File: src/rtl/lcd_controller_if.sv
// Host-side write port of the HD44780 write engine: queued {rs,byte} pushes plus status flags.
// The CPU side is the master; the engine is the slave.
interface lcd_controller_if;
  logic       wr_en;
  logic       wr_rs;
  logic [7:0] wr_data;
  logic       full;
  logic       overflow;
  logic       busy;
  logic       init_done;

  modport master (output wr_en, wr_rs, wr_data, input full, overflow, busy, init_done);
  modport slave  (input wr_en, wr_rs, wr_data, output full, overflow, busy, init_done);
endinterface

File: src/rtl/lcd_controller.sv
// Queued HD44780 write engine: FIFO'd {rs,byte} writes, EN setup/pulse/hold timing, exec waits, power-on init.
// Latency: push -> pop next cycle -> SETUP the cycle after; pushes while full are dropped and flagged sticky.
module lcd_fifo #(
  parameter int W  = 9,
  parameter int AW = 2
) (
  input  logic         clk,
  input  logic         reset,
  input  logic         in_vld,
  input  logic [W-1:0] in_dat,
  input  logic         out_rdy,
  output logic [W-1:0] out_dat,
  output logic         full,
  output logic         empty
);
  localparam int DEPTH = 1 << AW;

  logic [W-1:0]  mem [DEPTH];
  logic [AW-1:0] wr_ptr;
  logic [AW-1:0] rd_ptr;
  logic [AW:0]   count;
  logic [AW:0]   count_nxt;
  logic          push;
  logic          pop;

  assign push    = in_vld && !full;
  assign pop     = out_rdy && !empty;
  assign empty   = (count == '0);
  assign out_dat = mem[rd_ptr];

  always_comb begin
    count_nxt = count;
    if (push && !pop)
      count_nxt = count + (AW+1)'(1);
    else if (pop && !push)
      count_nxt = count - (AW+1)'(1);
  end

  // full is registered from the next occupancy so it is valid at the start of each cycle
  always_ff @(posedge clk) begin
    if (reset) begin
      wr_ptr <= '0;
      rd_ptr <= '0;
      count  <= '0;
      full   <= 1'b0;
    end else begin
      if (push) wr_ptr <= wr_ptr + AW'(1);
      if (pop)  rd_ptr <= rd_ptr + AW'(1);
      count <= count_nxt;
      full  <= (count_nxt == (AW+1)'(DEPTH));
    end
  end

  always_ff @(posedge clk) begin
    if (push) mem[wr_ptr] <= in_dat;
  end
endmodule

module lcd_controller #(
  parameter int FIFO_AW        = 2,
  parameter int SETUP_CYCLES   = 3,
  parameter int PULSE_CYCLES   = 25,
  parameter int HOLD_CYCLES    = 3,
  parameter int EXEC_CYCLES    = 2500,
  parameter int CLEAR_CYCLES   = 100000,
  parameter int POWERUP_CYCLES = 2500000,
  parameter int INIT_ENABLE    = 1
) (
  input  logic              clk,
  input  logic              reset,
  lcd_controller_if.slave   host,
  output logic [7:0]        lcd_data,
  output logic              lcd_rs,
  output logic              lcd_rw,
  output logic              lcd_en
);
  localparam bit INIT_ON = (INIT_ENABLE != 0);
  localparam int M0   = (SETUP_CYCLES > PULSE_CYCLES) ? SETUP_CYCLES : PULSE_CYCLES;
  localparam int M1   = (M0 > HOLD_CYCLES) ? M0 : HOLD_CYCLES;
  localparam int M2   = (M1 > EXEC_CYCLES) ? M1 : EXEC_CYCLES;
  localparam int M3   = (M2 > CLEAR_CYCLES) ? M2 : CLEAR_CYCLES;
  localparam int MAXC = (M3 > POWERUP_CYCLES) ? M3 : POWERUP_CYCLES;
  localparam int CW   = $clog2(MAXC + 1);

  typedef enum logic [2:0] {
    ST_POWERUP, ST_IDLE, ST_SETUP, ST_PULSE, ST_HOLD, ST_EXEC
  } state_t;

  state_t        state;
  logic [CW-1:0] cnt;
  logic [1:0]    init_idx;
  logic          init_done;
  logic          overflow;
  logic          fifo_pop;
  logic          fifo_full;
  logic          fifo_empty;
  logic [8:0]    fifo_dat;
  logic          is_clear;

  function automatic logic [7:0] init_byte(input logic [1:0] idx);
    case (idx)
      2'd0:    init_byte = 8'h38;
      2'd1:    init_byte = 8'h0C;
      2'd2:    init_byte = 8'h06;
      default: init_byte = 8'h01;
    endcase
  endfunction

  lcd_fifo #(.W(9), .AW(FIFO_AW)) u_fifo (
    .clk     (clk),
    .reset   (reset),
    .in_vld  (host.wr_en),
    .in_dat  ({host.wr_rs, host.wr_data}),
    .out_rdy (fifo_pop),
    .out_dat (fifo_dat),
    .full    (fifo_full),
    .empty   (fifo_empty)
  );

  assign fifo_pop       = (state == ST_IDLE) && init_done && !fifo_empty;
  assign is_clear       = !lcd_rs && (lcd_data inside {[8'h01:8'h03]});
  assign host.full      = fifo_full;
  assign host.overflow  = overflow;
  assign host.init_done = init_done;
  assign host.busy      = (state != ST_IDLE) || !fifo_empty;
  assign lcd_rw         = 1'b0;

  // Timed states load cnt with N-1 on entry and leave when it reaches zero
  always_ff @(posedge clk) begin
    if (reset) begin
      state     <= INIT_ON ? ST_POWERUP : ST_IDLE;
      cnt       <= CW'(POWERUP_CYCLES - 1);
      init_idx  <= 2'd0;
      init_done <= !INIT_ON;
      overflow  <= 1'b0;
      lcd_en    <= 1'b0;
      lcd_rs    <= 1'b0;
      lcd_data  <= 8'h00;
    end else begin
      if (host.wr_en && fifo_full)
        overflow <= 1'b1;
      case (state)
        ST_POWERUP: begin
          if (cnt == '0) begin
            state    <= ST_SETUP;
            cnt      <= CW'(SETUP_CYCLES - 1);
            init_idx <= 2'd0;
            lcd_rs   <= 1'b0;
            lcd_data <= init_byte(2'd0);
          end else begin
            cnt <= cnt - CW'(1);
          end
        end
        ST_IDLE: begin
          if (fifo_pop) begin
            state    <= ST_SETUP;
            cnt      <= CW'(SETUP_CYCLES - 1);
            lcd_rs   <= fifo_dat[8];
            lcd_data <= fifo_dat[7:0];
          end
        end
        ST_SETUP: begin
          if (cnt == '0) begin
            state  <= ST_PULSE;
            cnt    <= CW'(PULSE_CYCLES - 1);
            lcd_en <= 1'b1;
          end else begin
            cnt <= cnt - CW'(1);
          end
        end
        ST_PULSE: begin
          if (cnt == '0) begin
            state  <= ST_HOLD;
            cnt    <= CW'(HOLD_CYCLES - 1);
            lcd_en <= 1'b0;
          end else begin
            cnt <= cnt - CW'(1);
          end
        end
        ST_HOLD: begin
          if (cnt == '0) begin
            state <= ST_EXEC;
            cnt   <= is_clear ? CW'(CLEAR_CYCLES - 1) : CW'(EXEC_CYCLES - 1);
          end else begin
            cnt <= cnt - CW'(1);
          end
        end
        ST_EXEC: begin
          if (cnt != '0) begin
            cnt <= cnt - CW'(1);
          end else if (!init_done && init_idx != 2'd3) begin
            state    <= ST_SETUP;
            cnt      <= CW'(SETUP_CYCLES - 1);
            init_idx <= init_idx + 2'd1;
            lcd_rs   <= 1'b0;
            lcd_data <= init_byte(init_idx + 2'd1);
          end else begin
            state     <= ST_IDLE;
            init_done <= 1'b1;
          end
        end
        default: state <= ST_IDLE;
      endcase
    end
  end
endmodule
File: src/flat_wrapper.sv
// flat-port wrapper written by rule: the top's interface ports become plain ports
module lcd_controller_flat 
#(
  parameter int FIFO_AW        = 2,
  parameter int SETUP_CYCLES   = 3,
  parameter int PULSE_CYCLES   = 25,
  parameter int HOLD_CYCLES    = 3,
  parameter int EXEC_CYCLES    = 2500,
  parameter int CLEAR_CYCLES   = 100000,
  parameter int POWERUP_CYCLES = 2500000,
  parameter int INIT_ENABLE    = 1
)
  (clk, reset, lcd_data, lcd_rs, lcd_rw, lcd_en, host_wr_en, host_wr_rs, host_wr_data, host_full, host_overflow, host_busy, host_init_done);
  lcd_controller_if host_i ();
  input  logic clk;
  input  logic reset;
  output logic [7:0] lcd_data;
  output logic lcd_rs;
  output logic lcd_rw;
  output logic lcd_en;
  input wire logic [$bits(host_i.wr_en)-1:0] host_wr_en;
  input wire logic [$bits(host_i.wr_rs)-1:0] host_wr_rs;
  input wire logic [$bits(host_i.wr_data)-1:0] host_wr_data;
  output wire logic [$bits(host_i.full)-1:0] host_full;
  output wire logic [$bits(host_i.overflow)-1:0] host_overflow;
  output wire logic [$bits(host_i.busy)-1:0] host_busy;
  output wire logic [$bits(host_i.init_done)-1:0] host_init_done;
  assign host_i.wr_en = host_wr_en;
  assign host_i.wr_rs = host_wr_rs;
  assign host_i.wr_data = host_wr_data;
  assign host_full = host_i.full;
  assign host_overflow = host_i.overflow;
  assign host_busy = host_i.busy;
  assign host_init_done = host_i.init_done;
  lcd_controller #(.FIFO_AW(FIFO_AW), .SETUP_CYCLES(SETUP_CYCLES), .PULSE_CYCLES(PULSE_CYCLES), .HOLD_CYCLES(HOLD_CYCLES), .EXEC_CYCLES(EXEC_CYCLES), .CLEAR_CYCLES(CLEAR_CYCLES), .POWERUP_CYCLES(POWERUP_CYCLES), .INIT_ENABLE(INIT_ENABLE)) u_core (.clk(clk), .reset(reset), .host(host_i), .lcd_data(lcd_data), .lcd_rs(lcd_rs), .lcd_rw(lcd_rw), .lcd_en(lcd_en));
endmodule
File: config.mk
export PLATFORM = sky130hd
export DESIGN_NAME = lcd_controller_flat
export DESIGN_NICKNAME = d
export VERILOG_FILES = /design/src/rtl/lcd_controller_if.sv /design/src/rtl/lcd_controller.sv /design/src/flat_wrapper.sv
export SDC_FILE = /design/constraint.sdc
export NUM_CORES = 1
export LEC_CHECK = 0
export CAP_MARGIN = 10
export CORE_MARGIN = 8
export CORE_UTILIZATION = 30
export DETAILED_ROUTE_END_ITERATION = 16
export PLACE_DENSITY_LB_ADDON = 0.3
export SETUP_SLACK_MARGIN = 0.05
export SLEW_MARGIN = 5
export SYNTH_ARGS = -nofsm -noshare
export SYNTH_HDL_FRONTEND = slang
export SYNTH_SLANG_ARGS = --single-unit
File: constraint.sdc
create_clock -name clk -period 2.62 [get_ports clk]
set_clock_uncertainty 0.1 [all_clocks]
set_input_delay 0.262 -clock clk [delete_from_list [all_inputs] [get_ports clk]]
set_output_delay 0.262 -clock clk [all_outputs]
set_load 0.02 [all_outputs]
==> reports/results.ini <==
[outcome]
status = finished, final reports clean

[floorplan]
num_rows = 42
initial_core_util = 0.309
die_w_um = 133
fp.coreArea_um2 = 13300
die_h_um = 133
dieArea_um2 = 17700
num_io_pins = 27

[routing]
drtAntennaViolNets = 0
viasPerCell = 5.03
wire_per_inst_um = 14.9
firstDrtPassIters = 5
drt_iter0_markers = 225
drc = 0
vias = 3106
postRouteWirelength_mm = 9.23

[worst_setup_path]
r2r-start = u_core.cnt[17]
cp.required_ns = 2.75
start_kind = flop
crit_buf_inv = 2
rr_worst_depth = 8
critPathSlowestCell = or4_4
ff2ff_setup_slack_ns = 0.21
cp_common_cell = buf_4
path_class = reg2reg
worstPathMaxFanout = 10
path_cells = or4_4 > nor4_4 > buf_4 > nand2_1 > buf_4 > mux2i_1 > o21ai_1 > a221o_1
r2r_end = u_core.cnt[7]
cp_slowest_stage_delay_ns = 0.57
worstPathArrival_ns = 2.54
end_kind = flop
cp_top_family = simple AND/OR/NAND/NOR gates

[hold_path]
hold_path_class = reg2reg
whs_path_depth = 2
holdPathEnd = u_core.host.overflow
min_from = u_core.host.overflow

[synth]
yosysWarnings = 0
netlist.area_leader.share = 0.263
synth_seq_cells = 85
syn_nets = 422
synth_edf_count = 36
synth_area_leader_cell = edfxtp_1
synth_area_leaders = edfxtp_1 26%, dfxtp_1 24%, mux4_2 4.9%
yosys-top-cells-count = 49 x dfxtp_1, 38 x nand2_1, 38 x nor2_1
syn_avg_cell_area_um2 = 10.3
ys_seq_area_frac = 0.502
synth_most_common_cell = dfxtp_1
ys_async_sr_fraction = 0
syn_inst = 398
synth_ff_type = dfxtp_1
netlist_area_um2 = 4110
yosysUniqueCellTypes = 58

[global_routing]
grt_start_max_net_pins = 48
top_usage_layer = met2
grt.overflow.total = 0
grtUsageTotal = 0.108
met1_usage = 0.140
grt_pass1_wl_mm = 15.7
antenna_found_initial = 0
met2_usage = 0.175
grtUsageMet3 = 0.0276
grt_pass1_vias = 3037

[cts]
clock-sinks = 85
cts_buffers = 9
clockRootBuffer = clkbuf_16
cts_buffer_depth = 2
path_clk_slew_ns = 0.07
htreeDepth = 3
cts_tree = built
clock_latency_ns = 0.34

[timing]
hold_ws_ns = 0.374
finalSetupViolations = 0
setup_tns_ns = 0
fmax_mhz = 415
slew_viol_final = 0
slew_headroom = 0.370
worstMarginPinSlew_ns = 0.945
grt_setup_unrepaired = true
fin_crit_sh = 0.919
min_period_ns = 2.41
hold_viol = 0

[final_layout]
nNetsFinal = 461
num_antenna_cells = 0
fin_area_um2 = 4980
syn2layout_area_growth_pct = 21.1
stdcell_count = 618
fill_cells = 1300
drive_gt1_frac = 0.143

[placed_design]
port_buffers = 25
dpl_cell_area_um2 = 4670
dp_hpwl_mm = 6.47
place_inst = 602
place_congestion = 0.799

[power_and_ir_drop]
ir_drop_uv = 407
p_leak_nw = 1.71
powerDensity_nw_per_um2 = 576
totalPowerFinal_w = 0.00287

[run]
maxCapViolations = 0

cell families after synthesis:
family | after synthesis | share of synthesized area
xor gates and xnor gates | 9 | 0.0192
AOI/OAI and AO/OA | 98 | 0.167
buffers and inverters | 36 | 0.0362
DFF | 85 | 0.502
other | 1 | 0.000913
adders and majority gates | 12 | 0.0365
muxes | 14 | 0.0615
and+or+nand+nor | 143 | 0.176
final cells by class:
| cell class | count | area [um2] | area share |
|---|---|---|---|
| well taps | 176 | 220 | 0.0442 |
| inverters | 13 | 48.8 | 0.00980 |
| clock buffers | 9 | 225 | 0.0452 |
| clock inverters | 7 | 67.6 | 0.0136 |
| multi-input cells | 277 | 1910 | 0.384 |
| flip-flops and latches | 85 | 2060 | 0.414 |
| repair buffers | 51 | 440 | 0.0885 |
metrics by stage:
step,worst slack [ns],util
5_1_grt,0.0432,0.374
4_1_cts,0.130,0.374
2_1_floorplan,0.242,-
3_3_place_gp,0.250,0.352
3_5_place_dp,0.233,0.352
6_report,0.212,0.374
power by group:
part | switching, W | internal (W) | total [W]
combinational | 0.0000871 | 0.0000664 | 0.000154
sequential | 0.0000191 | 0.00142 | 0.00144
clock | 0.000600 | 0.000674 | 0.00127
total | 0.000706 | 0.00216 | 0.00287
per-layer routing:
metal  share of wire  vias up
met3           0.033        9
met1            0.48     1490
met4           0.010        0
met5               0        -
met2            0.48       51
li1                -     1556
state kept, by name (all words and copies together), names as in the netlist, named ones only:
signal / flops
u_core.init_idx: 2
u_core.u_fifo.full: 1
u_core.host.overflow: 1
u_core.u_fifo.mem: 36
u_core.u_fifo.rd_ptr: 2
u_core.state: 3
u_core.u_fifo.count: 3
u_core.u_fifo.wr_ptr: 2
u_core.cnt: 22
u_core.lcd_data: 8
u_core.lcd_en: 1
u_core.host.init_done: 1
u_core.lcd_rs: 1
worst max-delay path by stage:
stage,startpoint,to,cells after the start
floorplan,u_core.cnt[0],u_core.cnt[17],10
global placement,u_core.cnt[17],u_core.lcd_data[3],7
detailed placement,u_core.cnt[17],u_core.lcd_data[5],7
CTS,u_core.state[0],host_busy,3
global route,u_core.cnt[1],u_core.cnt[17],10
finish,u_core.cnt[17],u_core.cnt[7],8
tightest hold or removal path, stage by stage (launching register included):
cell,delay [ns]
dfxtp_1,0.33
a21oi_1,0.04
nor2_1,0.07
cells in the final DEF, fill, tap and decap left out, types with 3 or more instances in the layout:
master | Yosys | final
a211o_1 | 6 | 6
a211oi_1 | 4 | 4
a21boi_0 | 4 | 4
a21oi_1 | 24 | 24
a22oi_1 | 5 | 5
a311oi_1 | 7 | 7
a31oi_1 | 8 | 8
and2_1 | 6 | 6
and3_1 | 3 | 3
buf_4 | 2 | 26
clkbuf_16 | 0 | 9
clkdlybuf4s50_1 | 0 | 24
dfxtp_1 | 49 | 49
edfxtp_1 | 36 | 36
ha_1 | 12 | 12
inv_1 | 13 | 13
inv_6 | 0 | 3
inv_8 | 0 | 3
mux2i_1 | 5 | 5
mux4_2 | 9 | 9
nand2_1 | 38 | 38
nand2b_1 | 6 | 6
nand3_1 | 10 | 10
nand4_1 | 6 | 6
nor2_1 | 38 | 38
nor2b_1 | 5 | 5
nor3_1 | 8 | 8
nor3b_1 | 4 | 3
nor4_1 | 6 | 6
o211ai_1 | 4 | 4
o21ai_0 | 9 | 9
o21ai_1 | 5 | 5
o21bai_1 | 3 | 3
o31ai_1 | 3 | 3
or3_1 | 3 | 3
xnor2_1 | 4 | 4
xor2_1 | 5 | 5
what timing repair did:
| item | CTS | global route |
|---|---|---|
| endpoints found under the setup margin | 0 | 3 |
| gates resized for setup | 0 | 2 |
| hold buffers | 0 | 0 |
| setup buffers | 0 | 0 |
Power figures use the tool's default switching activity.
